===== src/rtl/ssd_pkg.sv =====
// ssd_pkg: shared page encodings, display limit and debouncer states for the SSD value selector
package ssd_pkg;
   localparam logic [1:0] PAGE_PC   = 2'd0;
   localparam logic [1:0] PAGE_INST = 2'd1;
   localparam logic [1:0] PAGE_ALU  = 2'd2;
   localparam logic [1:0] PAGE_MEM  = 2'd3;
   localparam logic [12:0] NUM_MAX  = 13'd8191;
   typedef enum logic [1:0] {IDLE_LOW, WAIT_HIGH, HELD_HIGH, WAIT_LOW} db_state_t;
endpackage


===== src/rtl/button_debouncer.sv =====
// button_debouncer: 2-FF synchronizer plus debounce FSM emitting one press pulse per accepted press
module button_debouncer
   import ssd_pkg::*;
#(
   parameter int DEBOUNCE_CYCLES = 1_000_000
) (
   input  logic clk,
   input  logic rst,
   input  logic btn_i,
   output logic press_o
);
   localparam int CW = $clog2(DEBOUNCE_CYCLES + 1);
   localparam logic [CW-1:0] LAST = CW'(DEBOUNCE_CYCLES - 1);
   logic [1:0] sync_q, prm_q;
   logic armed_q, sync;
   db_state_t state_q, state_d;
   logic [CW-1:0] cnt_q, cnt_d;
   assign sync = sync_q[1];
   // armed only once the synchronizer holds real samples and has seen the button low
   always_ff @(posedge clk or posedge rst) begin
      if (rst) begin
         sync_q  <= '0;
         prm_q   <= '0;
         armed_q <= 1'b0;
         state_q <= IDLE_LOW;
         cnt_q   <= '0;
      end else begin
         sync_q  <= {sync_q[0], btn_i};
         prm_q   <= {prm_q[0], 1'b1};
         armed_q <= armed_q | (prm_q[1] & ~sync);
         state_q <= state_d;
         cnt_q   <= cnt_d;
      end
   end
   always_comb begin
      state_d = state_q;
      cnt_d   = cnt_q;
      press_o = 1'b0;
      case (state_q)
         IDLE_LOW:
            if (sync && armed_q) begin
               state_d = WAIT_HIGH;
               cnt_d   = '0;
            end
         WAIT_HIGH:
            if (!sync) state_d = IDLE_LOW;
            else if (cnt_q == LAST) begin
               state_d = HELD_HIGH;
               press_o = 1'b1;
            end else cnt_d = cnt_q + 1'b1;
         HELD_HIGH:
            if (!sync) begin
               state_d = WAIT_LOW;
               cnt_d   = '0;
            end
         WAIT_LOW:
            if (sync) state_d = HELD_HIGH;
            else if (cnt_q == LAST) state_d = IDLE_LOW;
            else cnt_d = cnt_q + 1'b1;
         default: state_d = IDLE_LOW;
      endcase
   end
endmodule


===== src/rtl/ssd_value_selector.sv =====
// ssd_value_selector: button-paged CPU debug source, sampled slowly and saturated to 13 bits
module ssd_value_selector
   import ssd_pkg::*;
#(
   parameter int DEBOUNCE_CYCLES = 1_000_000,
   parameter int SAMPLE_CYCLES   = 25_000_000
) (
   input  logic        clk,
   input  logic        rst,
   input  logic        btn_next_i,
   input  logic        freeze_i,
   input  logic [31:0] pc_i,
   input  logic [31:0] inst_i,
   input  logic [31:0] alu_result_i,
   input  logic [31:0] mem_data_i,
   output logic [12:0] num_o,
   output logic [1:0]  page_o,
   output logic        ovf_o
);
   localparam int TW = $clog2(SAMPLE_CYCLES + 1);
   logic press, chg_q, tc, cap, sat;
   logic [TW-1:0] tmr_q;
   logic [31:0] src;
   button_debouncer #(.DEBOUNCE_CYCLES(DEBOUNCE_CYCLES)) u_db (
      .clk     (clk),
      .rst     (rst),
      .btn_i   (btn_next_i),
      .press_o (press)
   );
   assign tc  = tmr_q == TW'(SAMPLE_CYCLES - 1);
   assign cap = chg_q | (tc & ~freeze_i);
   assign sat = |src[31:13];
   always_comb src = page_o == PAGE_PC   ? pc_i :
                     page_o == PAGE_INST ? inst_i :
                     page_o == PAGE_ALU  ? alu_result_i : mem_data_i;
   // chg_q delays the press so the capture sees the already-advanced page
   always_ff @(posedge clk or posedge rst) begin
      if (rst) begin
         page_o <= PAGE_PC;
         chg_q  <= 1'b0;
         tmr_q  <= '0;
         num_o  <= '0;
         ovf_o  <= 1'b0;
      end else begin
         page_o <= page_o + {1'b0, press};
         chg_q  <= press;
         tmr_q  <= (chg_q | tc) ? '0 : tmr_q + 1'b1;
         if (cap) begin
            ovf_o <= sat;
            num_o <= sat ? NUM_MAX : src[12:0];
         end
      end
   end
endmodule

===== config.mk =====
export PLATFORM = sky130hd
export DESIGN_NAME = ssd_value_selector
export DESIGN_NICKNAME = d
export VERILOG_FILES = /design/src/rtl/ssd_pkg.sv /design/src/rtl/button_debouncer.sv /design/src/rtl/ssd_value_selector.sv
export SDC_FILE = /design/constraint.sdc
export NUM_CORES = 1
export LEC_CHECK = 0
export ABC_AREA = 1
export CAP_MARGIN = 20
export CELL_PAD_IN_SITES_DETAIL_PLACEMENT = 1
export CELL_PAD_IN_SITES_GLOBAL_PLACEMENT = 1
export CORE_MARGIN = 4
export CORE_UTILIZATION = 35
export CTS_BUF_LIST = sky130_fd_sc_hd__clkbuf_16
export DETAILED_ROUTE_END_ITERATION = 8
export PLACE_DENSITY = 0.91
export SKIP_LAST_GASP = 1
export SLEW_MARGIN = 25
export SYNTH_ARGS = -nofsm -noshare
export SYNTH_HDL_FRONTEND = slang
export SYNTH_HIERARCHICAL = 1
export SYNTH_SLANG_ARGS = --single-unit

===== constraint.sdc =====
create_clock -name clk -period 2.6 [get_ports clk]
set_input_delay 0.52 -clock clk [delete_from_list [all_inputs] [get_ports clk]]
set_output_delay 0.52 -clock clk [all_outputs]
set_load 0.005 [all_outputs]

* Word level (Yosys, flattened, before mapping)
Cells that the tools add are included.
** Word-level totals
- Register bits :: 69
- Input port bits :: 132
- Output and inout bits :: 16
- Word-level logic and storage cells :: 60
** Operators by class
- $add $sub $neg :: 3
- Equal/unequal tests :: 13
- Mux-type cells :: 21
- Bitwise operators :: 7
- Reductions and logical operators :: 6
** Operators with widths (number)
- 2-to-1 mux 20 bit :: 5
- 2-to-1 mux 32 bit :: 3
- case mux 20 bit (4 select lines) :: 1
- adder 25 x 1 -> 25 bit (second input constant) :: 1
- equality test 25 bit (second input constant) :: 1
- 2-to-1 mux 25 bit :: 1
- adder 20 x 1 -> 20 bit (second input constant) :: 1
- equality test 20 bit (second input constant) :: 1
- OR reduction 19 bit :: 1
- 2-to-1 mux 13 bit :: 1
- 2-to-1 mux 2 bit :: 6
- case mux 2 bit (4 select lines) :: 1
- AND reduction 4 bit :: 2
- equality test 2 bit (second input constant) :: 3
- equality test 2 x 1 -> 1 bit (second input constant) :: 2
- zero test 2 bit :: 2
- inequality test 2 x 1 -> 1 bit (second input constant) :: 2
- inequality test 2 bit (second input constant) :: 2
- 2-to-1 mux 1 bit :: 3
- inequality test 3 x 1 -> 1 bit (second input constant) :: 1
- inequality test 3 bit (second input constant) :: 1
- OR 1 bit :: 3
- adder 2 x 1 -> 2 bit :: 1
- AND 1 bit :: 2
- other kinds (2) :: 3

* Longest topological paths before layout
Gate-level depths: netlist of run 1.
- Depth in word-level cells :: 6
- Gate-level depth with buffers :: 12
- Depth with buffers taken out :: 11

* Cells and area by module
The synthesis of run 1 kept the hierarchy.
** By module, submodules not included
- ssd_value_selector :: times used 1, cells each 452, area an instance 2952.8 um2
- button_debouncer :: times used 1, cells each 234, area an instance 1674.1 um2

* Least setup slack after synthesis of run 1
No wires, ideal clock.
- Path kind :: reg2reg
- Start :: register u_db.cnt_q[0]
- End :: register page_o[1]
- Arrival time :: 1531 ps
- Required time :: 2521 ps
- Path slack :: 989 ps
- Cell stages (with the launch flop) :: 8
- Buffers on the path :: 0
- Path through :: dfrtp_1 -> ha_1 -> nand3_2 -> nor2_2 -> nand3_2 -> nor3_1 -> ha_1 -> xor2_1
** On the way
- Cells in the longest elaborated chain, start to end :: 5
** Ends and longest elaborated chain
- from (decl) :: RTL line button_debouncer.sv:17 : logic [CW-1:0] cnt_q, cnt_d;
- from (signal assigned) :: RTL line button_debouncer.sv:32 : cnt_q <= cnt_d;
- equality test 20 bit :: RTL line button_debouncer.sv:47 : else if (cnt_q == LAST) begin
- 2-to-1 mux 1 bit :: RTL line button_debouncer.sv:47
- 2-to-1 mux 1 bit :: RTL line button_debouncer.sv:46 : if (!sync) state_d = IDLE_LOW;
- 2-to-1 mux 1 bit :: RTL line button_debouncer.sv:39 : case (state_q)
- net press :: RTL line ssd_value_selector.sv:21 : logic press, chg_q, tc, cap, sat;
- adder 2 x 1 -> 2 bit :: RTL line ssd_value_selector.sv:45 : page_o <= page_o + {1'b0, press};
- to (signal assigned) :: RTL line ssd_value_selector.sv:45
- to (decl) :: RTL line ssd_value_selector.sv:17 : output logic [1:0] page_o,
The timed path passes the listed nets, and every way through them passes these cells.
A chain may end at the register's enable or synchronous reset.

* Final worst setup path of run 1
- Start :: register u_db.cnt_q[0]
- End :: register u_db.cnt_q[9]
** On the way
- Cells in the longest elaborated chain, start to end :: 4
- Elaborated cells between the ends (all ways) :: 6
** Ends and longest elaborated chain (RTL line)
- adder 20 x 1 -> 20 bit / equality test 20 bit (equally long branches)
- 2-to-1 mux 20 bit * :: button_debouncer.sv:47, button_debouncer.sv:58
- 2-to-1 mux 20 bit, on equally long branches :: button_debouncer.sv:57, button_debouncer.sv:46
- case mux 20 bit (4 select lines) * :: button_debouncer.sv:39
Every way passes the cells marked *; elsewhere a longest branch is shown, timed or not. The select of a mux whose other input is x is not followed.

==> summary.txt, run 1 <==
clock tree buffer depth -> 2
Ys Warns -> 6
register area -> 1727 sq um
number of remaining DRC errors -> 0
crit-path most repeated cell -> sky130_fd_sc_hd__nand3_2
kind of cell adding the most delay to the critical path -> simple AND/OR/NAND/NOR gates
adder-cell share of the synthesized area -> 0.008112
number of global-route vias before repair -> 5354
FF+latch count, synth -> 69
post-layout worst setup margin -> 0.6451 ns
Final period util -> 0.7519
element type at the critical path end -> flop
number of top-level design ports -> 148
endpoints failing setup -> 0
cell count after synthesis -> 686
main combinational cell family by area after synthesis -> simple AND/OR/NAND/NOR gates
1st-iter DRT viols -> 214
simple-gate share of the synthesized area -> 0.4484
net count reported at finish -> 969
Final Core Density -> 0.5125
fmax -> 511.5 MHz
min Tclk post-route -> 1.955 ns
global-route wire length before repair -> 25320 microns
Via Count -> 4903
TritonCTS clock tree -> built
post-cts hold buffer count -> 0
post-synth design cell area -> 4627 sq um
Crit Reg-Reg Endpoint -> u_db/cnt_q[9]
number of synthesized flops with an enable pin -> 0
wire length reported by the detailed router -> 15000 microns
Peak supply drop -> 293.9 uV
Vias per Instance -> 4.850
PostCTS Resize Cnt -> 0
TritonCTS sink count -> 69
setup repair after global routing missed its margin -> false
type of the worst setup path -> reg -> reg
starting density of the core -> 0.3622
total of buffers placed on input and output ports -> 147
relative slew slack -> 0.6339
type of the worst min-delay path -> reg -> reg
peak fanout along the critical path -> 28
register area share after synthesis -> 0.3732
Setup TNS -> 0 ns
number of placement rows -> 41
number of antenna cells inserted -> 0
maximum number of pins on one net before global-route repair -> 43
Detail Route Antenna Nets -> 0
number of iterations in the first detailed-routing pass -> 4
worst-case register-to-register setup slack -> 0.65 ns
CP Data Arrival Time -> 2.16 ns
Worst Clk Skew -> 0.003002 ns
postcts setup bufs -> 0
async set-or-reset flop fraction in the synthesized netlist -> 1.000
H-tree levels -> 3
cells along the critical path -> ha_1 -> nand3_2 -> nor2_2 -> nand3_2 -> nand2_4 -> inv_4 -> nand2_1 -> o21ai_0
XOR/XNOR Fraction of Synth Area -> 0.03975
overall overflow remaining after global route -> 0
Fin. Hold Viols -> 0
final count of pins violating max slew -> 0
max_cap viols -> 0
number of antenna violations at the first check in global routing -> 0
Bufs and invs on worst path -> 1
Total Routing Usage GR -> 0.2114
share of synthesized area spent on multiplexers -> 0
post-synthesis to final-layout area growth -> 41.48%
crit path launch -> u_db/cnt_q[0]
CP Launch Type -> flop
ys flop type -> sky130_fd_sc_hd__dfrtp_1
Worst R2R Start -> u_db/cnt_q[0]
routed length per instance -> 14.83 microns
Critical-path top delay cell -> sky130_fd_sc_hd__dfrtp_1
weighted congestion at the end of routability-driven global placement -> 0.8628
post-detail-place hpwl -> 11950 microns
Mapped Nets -> 821
worst slack after detailed placement -> 0.5455 ns
clock insertion delay at the later pin of the skew report -> 0.34 ns
Die X-Extent -> 123.0 microns
number of buffers inserted during clock tree synthesis -> 9
Crit path largest cell delay -> 0.45 ns
Die Height -> 123.0 microns
Clock Pin Slew Worst Setup and Hold Paths -> 0.06 ns
worst slew pin tran -> 0.5491 ns
root cell of the clock tree -> sky130_fd_sc_hd__clkbuf_16
footprint of the multi-input gates -> 2539 sq um
number of fillers in the final layout -> 1644
number of distinct library cell variants in the gate-level netlist after synthesis -> 37
share of the synthesized area in compound gates (AO/OA/AOI/OAI) -> 0.05165
static power due to leakage -> 0.002994 uW
PwrDens -> 400.6 nW/um^2
total number of cells along the worst setup path -> 8
total die area -> 15120 sq um
status -> finished clean
R2R cell count -> 8
worst endpoint required time -> 2.81 ns
fraction of final layout cells sized beyond drive strength 1 -> 0.06794
Synth Area per Inst -> 6.745 sq um
CP endpoint -> u_db/cnt_q[9]
standard cell core area -> 12770 sq um
-- through the flow --
stage | total power (uW) | cells | instance area [sq um] | hold slack, ns
global route | 2740 | 1011 | 6546 | 0.3687
global placement | 1428 | 995 | 6255 | 0.3337
finish | 2622 | 1011 | 6546 | 0.3525
detailed placement | 1438 | 995 | 6255 | 0.3404
CTS | 2657 | 1011 | 6546 | 0.3531
floorplan | 1210 | 686 | 4627 | 0.3312
-- worst min path at each step --
stage / from / to / slack (ns) / cells after the start
2_1_floorplan: u_db/prm_q[0] / u_db/prm_q[1] / 0.33 / 0
3_3_place_gp: u_db/prm_q[0] / u_db/prm_q[1] / 0.33 / 0
3_5_place_dp: u_db/prm_q[0] / u_db/prm_q[1] / 0.34 / 0
4_1_cts: u_db/prm_q[0] / u_db/prm_q[1] / 0.35 / 0
5_1_grt: u_db/prm_q[0] / u_db/prm_q[1] / 0.37 / 0
6_report: u_db/prm_q[0] / u_db/prm_q[1] / 0.35 / 0
-- worst register-to-register path: stages, from the launching register on --
cell and delay (ns):
sky130_fd_sc_hd__dfrtp_1 0.45, sky130_fd_sc_hd__ha_1 0.29, sky130_fd_sc_hd__nand3_2 0.19, sky130_fd_sc_hd__nor2_2 0.16, sky130_fd_sc_hd__nand3_2 0.11, sky130_fd_sc_hd__nand2_4 0.28
sky130_fd_sc_hd__inv_4 0.16, sky130_fd_sc_hd__nand2_1 0.10, sky130_fd_sc_hd__o21ai_0 0.09
-- layer usage --
layer | track usage | vias up | wire length, microns | share of wire
met3 | 0.04117 | 21 | 449 | 0.030
met1 | 0.2390 | 2352 | 6089 | 0.41
met4 | 0.05398 | 0 | 227 | 0.015
li1 | - | 2453 | - | -
met5 | 0 | - | 0 | 0
met2 | 0.4045 | 77 | 8230 | 0.55
-- cells in the mapped netlist, types with 6 or more instances --
library cell / n / area (sq um)
sky130_fd_sc_hd__nand2_1: 233 / 874.6
sky130_fd_sc_hd__xnor2_1: 7 / 61.31
sky130_fd_sc_hd__inv_1: 56 / 210.2
sky130_fd_sc_hd__nor3_1: 13 / 65.06
sky130_fd_sc_hd__nand3_1: 50 / 250.2
sky130_fd_sc_hd__o211ai_1: 8 / 60.06
sky130_fd_sc_hd__nand3b_1: 8 / 60.06
sky130_fd_sc_hd__nand3_2: 6 / 60.06
sky130_fd_sc_hd__buf_2: 8 / 40.04
sky130_fd_sc_hd__xor2_1: 14 / 122.6
sky130_fd_sc_hd__dfrtp_1: 69 / 1727
sky130_fd_sc_hd__nor2_2: 6 / 37.54
sky130_fd_sc_hd__inv_2: 7 / 26.28
sky130_fd_sc_hd__o21ai_0: 18 / 90.09
sky130_fd_sc_hd__nand4_1: 10 / 62.56
sky130_fd_sc_hd__nor2_1: 122 / 457.9
sky130_fd_sc_hd__o21ai_1: 6 / 30.03
-- kinds of logic (layout without fill, tap and decap cells) --
logic type | Yosys count | in the layout
AND/OR/NAND/NOR | 469 | 469
other | 1 | 1
XOR/XNOR | 21 | 21
buffers and inverters | 82 | 235
AO/OA/AOI/OAI | 41 | 41
flip-flops | 69 | 69
adder cells (fa/ha/maj) | 3 | 3
-- registers in the layout, summed over array words and instances (netlist names), named ones only --
signal        count
tmr_q            25
u_db/cnt_q       20
num_o            13
page_o            2
u_db/prm_q        2
u_db/sync_q       2
chg_q             1
ovf_o             1
u_db/armed_q      1
u_db/state_q      1
-- area by class of cell --
cell class	count	area share
clock inverter	7	0.01013
clock buffer	9	0.03440
inverter	64	0.03708
sequential	69	0.2638
multi-input combinational	535	0.3878
tap	172	0.03287
timing repair buffer	155	0.2339
-- cells in the final DEF, fill, tap and decap left out, types with 6 or more instances in the layout --
cell and count:
sky130_fd_sc_hd__buf_4 8, sky130_fd_sc_hd__clkbuf_16 9, sky130_fd_sc_hd__clkdlybuf4s50_1 147, sky130_fd_sc_hd__dfrtp_1 69
sky130_fd_sc_hd__inv_1 55, sky130_fd_sc_hd__inv_2 7, sky130_fd_sc_hd__nand2_1 233, sky130_fd_sc_hd__nand3_1 50
sky130_fd_sc_hd__nand3_2 6, sky130_fd_sc_hd__nand3b_1 8, sky130_fd_sc_hd__nand4_1 10, sky130_fd_sc_hd__nor2_1 122
sky130_fd_sc_hd__nor2_2 6, sky130_fd_sc_hd__nor3_1 13, sky130_fd_sc_hd__o211ai_1 8, sky130_fd_sc_hd__o21ai_0 18
sky130_fd_sc_hd__o21ai_1 6, sky130_fd_sc_hd__xnor2_1 7, sky130_fd_sc_hd__xor2_1 14
-- power breakdown --
| part | switching (uW) | internal [uW] |
|---|---|---|
| logic | 106 | 208 |
| registers | 15.0 | 1090 |
| clock network | 474 | 735 |
(Power assumes the default switching activity.)
==> run 2: changes to the inputs <==
- CORE_UTILIZATION: 35 -> 32
- PLACE_DENSITY: 0.91 -> 0.84
- clock period: 2.6 -> 2 ns (I/O delays scaled with it)
==> run 2 against run 1 <==
Clock-buffer cell count unchanged. Cell area rose by 0.88%. Sequential share of layout area decreased by 0.23 points. Sequential power increased by 29%. Global-route usage fell by 3.0 points. Register-to-register slack worse by 0.48 ns. Non-clock buffer count grew 5. Critical endpoint is now num_o[11]. Largest cell class unchanged. Largest power group unchanged.
==> summary.txt, run 2 (synthesized netlist as in run 1, its figures left out) <==
global-route wire length before repair -> 24230 microns (-4.3%)
largest registers ranked by flip-flop count -> tmr_q (25), u_db/cnt_q (20), num_o (13)
maximum number of pins on one net before global-route repair -> 28 (-35%)
1st-iter DRT viols -> 232 (+8.4%)
crit path launch -> tmr_q[0]
number of global-route vias before repair -> 5092 (-4.9%)
wire length reported by the detailed router -> 14610 microns (-2.6%)
max_cap viols -> 0 (unchanged)
number of buffers inserted during clock tree synthesis -> 9 (unchanged)
endpoints failing setup -> 0 (unchanged)
status -> finished clean
Post-Layout Cell Count -> 1024 (+1.3%)
postcts setup bufs -> 0 (unchanged)
register bank with the most flops -> tmr_q
CP Launch Type -> flop
overall overflow remaining after global route -> 0 (unchanged)
number of placement rows -> 43 (+4.9%)
Peak supply drop -> 318.8 uV (+8.5%)
starting density of the core -> 0.3295 (-0.03273)
Via Count -> 4874 (-0.59%)
total of buffers placed on input and output ports -> 147 (unchanged)
number of iterations in the first detailed-routing pass -> 4 (unchanged)
hold path startpoint -> u_db/sync_q[0]
static power due to leakage -> 0.003023 uW (+0.97%)
fraction of final layout cells sized beyond drive strength 1 -> 0.07583 (+0.007891)
root cell of the clock tree -> sky130_fd_sc_hd__clkbuf_16
weighted congestion at the end of routability-driven global placement -> 0.8752 (+1.4%)
PwrDens -> 498.7 nW/um^2 (+25%)
final cell area excluding filler cells -> 6604 sq um (+0.88%)
TritonCTS sink count -> 69 (unchanged)
leading cell type in the layout, fill and taps excluded -> sky130_fd_sc_hd__nand2_1
number of remaining DRC errors -> 0 (unchanged)
CP Data Arrival Time -> 2.04 ns (-0.12 ns)
worst slack after detailed placement -> 0.08562 ns (-0.4599 ns)
standard cell core area -> 14040 sq um (+9.9%)
peak fanout along the critical path -> 10 (-64%)
Detail Route Antenna Nets -> 0 (unchanged)
Placed Cells -> 1008 (+1.3%)
Setup TNS -> 0 ns (unchanged)
Vias per Instance -> 4.760 (-1.9%)
placed instance area -> 6327 sq um (+1.2%)
post-cts hold buffer count -> 0 (unchanged)
highest-count cells in the layout ignoring fill and taps -> sky130_fd_sc_hd__nand2_1 (233), sky130_fd_sc_hd__clkdlybuf4s50_1 (147), sky130_fd_sc_hd__nor2_1 (122)
element type at the critical path end -> flop
total die area -> 16450 sq um (+8.8%)
Worst R2R Start -> tmr_q[0]
number of antenna violations at the first check in global routing -> 0 (unchanged)
type of the worst setup path -> reg -> reg
Worst Clk Skew -> 0.007010 ns (+0.004008 ns)
post-detail-place hpwl -> 11940 microns (-0.12%)
final count of pins violating max slew -> 0 (unchanged)
net count reported at finish -> 974 (+0.52%)
Fin. Hold Viols -> 0 (unchanged)
type of the worst min-delay path -> reg -> reg
TritonCTS clock tree -> built
H-tree levels -> 3 (unchanged)
min Tclk post-route -> 1.833 ns (-0.1224 ns)
Die X-Extent -> 128.2 microns (+4.3%)
number of antenna cells inserted -> 0 (unchanged)
post-synthesis to final-layout area growth -> 42.73%
Final period util -> 0.9163 (+0.1644)
Die Height -> 128.2 microns (+4.3%)
clock tree buffer depth -> 2 (unchanged)
post-layout worst setup margin -> 0.1674 ns (-0.4776 ns)
worst endpoint required time -> 2.21 ns (-0.60 ns)
Total Routing Usage GR -> 0.1817 (-0.02966)
Clock Pin Slew Worst Setup and Hold Paths -> 0.06 ns (about the same)
number of flip-flops in the largest register -> 25 (unchanged)
number of top-level design ports -> 148 (unchanged)
setup repair after global routing missed its margin -> false
clock insertion delay at the later pin of the skew report -> 0.33 ns (about the same)
fmax -> 545.7 MHz (+6.7%)
routed length per instance -> 14.26 microns (-3.8%)
run 2: area by class of cell:
cell class                 count  area, sq um
clock buffer                   9        225.2
clock inverter                 7        42.54
fill                        1807         7438
inverter                      64        242.7
multi-input combinational    535         2547
sequential                    69         1727
tap                          180        225.2
timing repair buffer         160         1594
run 2: per-layer routing:
| layer | vias up | global-route usage | share of wire |
|---|---|---|---|
| li1 | 2461 | - | - |
| met1 | 2319 | 0.2168 | 0.43 |
| met2 | 72 | 0.3334 | 0.52 |
| met3 | 22 | 0.03000 | 0.028 |
| met4 | 0 | 0.05243 | 0.019 |
| met5 | - | 0 | 0 |
run 2: power breakdown:
group / switching, uW / leakage (uW) / internal [uW] / total (uW)
combinational: 145 / 0.00204 / 279 / 424
clock: 615 / 0.000129 / 829 / 1440
sequential: 14.1 / 0.000857 / 1410 / 1420
total: 774 / 0.00302 / 2520 / 3290
run 2: final timing paths:
kind                             endpoint  slack [ns]  cells after the start
max                             num_o[11]        0.17                      9
min                        u_db/sync_q[1]        0.35                      0
max reg2reg                     num_o[11]        0.17                      9
min reg2reg                u_db/sync_q[1]        0.35                      0
max in group asynchronous        num_o[4]        1.15                      3
min in group asynchronous       tmr_q[13]        0.39                      2
run 2: worst max-delay path, cell delays in order, from the launching register on:
cell and delay, ns:
sky130_fd_sc_hd__dfrtp_1 0.41, sky130_fd_sc_hd__ha_1 0.21, sky130_fd_sc_hd__nand2_2 0.09, sky130_fd_sc_hd__nor2_4 0.14
sky130_fd_sc_hd__nand4_1 0.11, sky130_fd_sc_hd__nor2_2 0.17, sky130_fd_sc_hd__nand3b_4 0.20, sky130_fd_sc_hd__buf_4 0.22
sky130_fd_sc_hd__nand3_1 0.08, sky130_fd_sc_hd__nand3_1 0.08
run 2: stage by stage:
step / total power, uW / hold WS (ns) / util
CTS: 3332 / 0.3594 / 0.4697
finish: 3294 / 0.3536 / 0.4703
floorplan: 1573 / 0.3312 / -
global placement: 1869 / 0.3313 / 0.4506
detailed placement: 1879 / 0.3462 / 0.4506
global route: 3440 / 0.3634 / 0.4703
run 2: repair_timing:
action,CTS,global route
resized for setup,0,1
setup endpoints to repair,0,1
hold endpoints to repair,0,0
==> run 3: changes to the inputs <==
- GPL_TIMING_DRIVEN: unset -> 0
==> run 3 against run 2 <==
Setup slack got worse by 0.0088 ns. Register-to-register slack about the same. Non-clock buffer count increased by 6. Via count about the same. Hold slack improved by 0.0043 ns. Routed wire length decreased by 1.1%. Combinational power decreased by 1%. Critical path type unchanged. Critical endpoint is now tmr_q[18]. Largest cell class unchanged. Largest power group unchanged. Highest routed layer unchanged.
==> summary.txt, run 3 (synthesized netlist as in run 1, its figures left out) <==
cells along the critical path -> ha_1 -> nand2_2 -> nor2_4 -> nand3_2 -> nor2_4 -> nand2_1 -> nor2_2 -> nand3_1 -> nand2_1 -> nor2_1
Placed Cells -> 1014 (+0.60%)
Fin. Hold Viols -> 0 (unchanged)
post-detail-place hpwl -> 11760 microns (-1.5%)
number of remaining DRC errors -> 0 (unchanged)
TritonCTS sink count -> 69 (unchanged)
starting density of the core -> 0.3295 (unchanged)
layer with the highest usage after global routing -> met2
GRT met2 Usage -> 0.3267 (-0.006742)
1st-iter DRT viols -> 150 (-35%)
Post-Layout Cell Count -> 1030 (+0.59%)
Final Core Density -> 0.4722 (+0.001871)
overall overflow remaining after global route -> 0 (unchanged)
setup repair after global routing missed its margin -> false
type of the worst setup path -> reg -> reg
postcts setup bufs -> 0 (unchanged)
clock insertion delay at the later pin of the skew report -> 0.34 ns (about the same)
Clock Pin Slew Worst Setup and Hold Paths -> 0.05 ns (about the same)
Die Height -> 128.2 microns (unchanged)
H-tree levels -> 3 (unchanged)
leading cell type in the layout, fill and taps excluded -> sky130_fd_sc_hd__nand2_1
element type at the critical path end -> flop
worst-case register-to-register setup slack -> 0.16 ns (about the same)
routed length per instance -> 14.03 microns (-1.6%)
crit path launch -> tmr_q[0]
Worst R2R Start -> tmr_q[0]
number of global-route vias before repair -> 5071 (-0.41%)
peak fanout along the critical path -> 5 (-5)
Detail Route Antenna Nets -> 0 (unchanged)
max_cap viols -> 0 (unchanged)
min Tclk post-route -> 1.841 ns (+0.008803 ns)
wire length reported by the detailed router -> 14450 microns (-1.1%)
maximum number of pins on one net before global-route repair -> 28 (unchanged)
Crit path largest cell delay -> 0.39 ns (-0.02 ns)
post-synthesis to final-layout area growth -> 43.29%
hold path startpoint -> u_db/sync_q[0]
CP Launch Type -> flop
worst slew pin tran -> 0.5746 ns
met1 track demand over resource -> 0.2172 (+0.0004182)
Hold Path Sink -> u_db/sync_q[1]
register area -> 1727 sq um (unchanged)
net count reported at finish -> 980 (+0.62%)
number of buffers inserted during clock tree synthesis -> 9 (unchanged)
Peak supply drop -> 354.7 uV (+11%)
hold depth -> 0 (unchanged)
Critical-path top delay cell -> sky130_fd_sc_hd__dfrtp_1
Final period util -> 0.9207 (+0.004401)
Vias per Instance -> 4.734 (-0.54%)
number of antenna violations at the first check in global routing -> 0 (unchanged)
largest registers ranked by flip-flop count -> tmr_q (25), u_db/cnt_q (20), num_o (13)
Die X-Extent -> 128.2 microns (unchanged)
type of the worst min-delay path -> reg -> reg
global-route wire length before repair -> 24190 microns (-0.17%)
number of placement rows -> 43 (unchanged)
standard cell core area -> 14040 sq um (unchanged)
fmax -> 543.1 MHz (-0.48%)
Via Count -> 4876 (+0.041%)
root cell of the clock tree -> sky130_fd_sc_hd__clkbuf_16
R2R cell count -> 10 (+1)
Crit Reg-Reg Endpoint -> tmr_q[18]
footprint of the multi-input gates -> 2541 sq um (-0.25%)
TritonCTS clock tree -> built
final count of pins violating max slew -> 0 (unchanged)
clock tree buffer depth -> 2 (unchanged)
status -> finished clean
number of fillers in the final layout -> 1800 (-0.39%)
number of flip-flops in the largest register -> 25 (unchanged)
static power due to leakage -> 0.003041 uW (+0.59%)
total die area -> 16450 sq um (unchanged)
weighted congestion at the end of routability-driven global placement -> 0.8185 (-6.5%)
total of buffers placed on input and output ports -> 147 (unchanged)
Fin Hold WS -> 0.3579 ns (+0.004318 ns)
number of top-level design ports -> 148 (unchanged)
number of antenna cells inserted -> 0 (unchanged)
CP Data Arrival Time -> 2.06 ns (+0.02 ns)
Bufs and invs on worst path -> 0 (-1)
worst endpoint required time -> 2.22 ns (about the same)
number of iterations in the first detailed-routing pass -> 4 (unchanged)
global-route track usage on met3 -> 0.03917 (+0.009167)
relative slew slack -> 0.6163
Worst Clk Skew -> 0.007846 ns (+0.0008358 ns)
Total Routing Usage GR -> 0.1823 (+0.0005241)
endpoints failing setup -> 0 (unchanged)
highest-count cells in the layout ignoring fill and taps -> sky130_fd_sc_hd__nand2_1 (233), sky130_fd_sc_hd__clkdlybuf4s50_1 (147), sky130_fd_sc_hd__nor2_1 (122)
kind of cell adding the most delay to the critical path -> simple AND/OR/NAND/NOR gates
fraction of final layout cells sized beyond drive strength 1 -> 0.07765 (+0.001818)
register bank with the most flops -> tmr_q
PwrDens -> 510.1 nW/um^2 (+2.3%)
==> run 3: changes by cell type in the layout (fill, tap and decap cells not counted), sizes merged <==
cell / before / now
clkinvlp: 2 / 1
clkbuf: 9 / 10
clkinv: 5 / 3
inv: 64 / 66
buf: 13 / 18
bufinv: 0 / 1
==> run 3: worst max-delay path by stage <==
stage	end	slack, ns	depth (start not counted)
after global placement	num_o[9]	-0.37	2
final	tmr_q[18]	0.16	10
after floorplan	page_o[1]	0.39	7
after detailed placement	num_o[8]	0.03	12
after global routing	tmr_q[18]	0.02	10
after CTS	tmr_q[18]	0.14	10
==> run 3: stage by stage <==
step	TNS, ns	instance area (sq um)	total power [uW]	setup WS, ns
after floorplan	0	4627	1573	0.3894
after global placement	-15.35	6324	1863	-0.3683
after detailed placement	0	6344	1876	0.02717
after CTS	0	6628	3431	0.1418
after global routing	0	6630	3536	0.01534
final	0	6630	3382	0.1586
==> run 3: cell type report <==
cell class              count  area share
plain buffers              18     0.01793
clock buffers               9     0.03397
clock inverters             7    0.008870
inverters                  64     0.03661
multi-input cells         535      0.3833
flip-flops and latches     69      0.2604
well taps                 180     0.03397
repair buffers            148      0.2249
==> run 3: power by group <==
part | switching (uW) | internal (uW) | total (uW) | leakage [uW]
sequential | 16.5 | 1410 | 1430 | 0.000857
combinational | 140 | 278 | 418 | 0.00204
clock | 590 | 946 | 1540 | 0.000145
total | 746 | 2640 | 3380 | 0.00304
==> run 3: layer usage <==
layer  up-vias  routed length, microns
met5         -                       0
met1      2289                    6139
met2        88                    7398
li1       2473                       -
met3        26                     568
met4         0                     348
==> run 3: timing repair <==
item,in CTS,in global routing
endpoints found under the setup margin,0,1
gates resized for setup,0,1
hold endpoints to repair,0,0
hold buffers,0,0
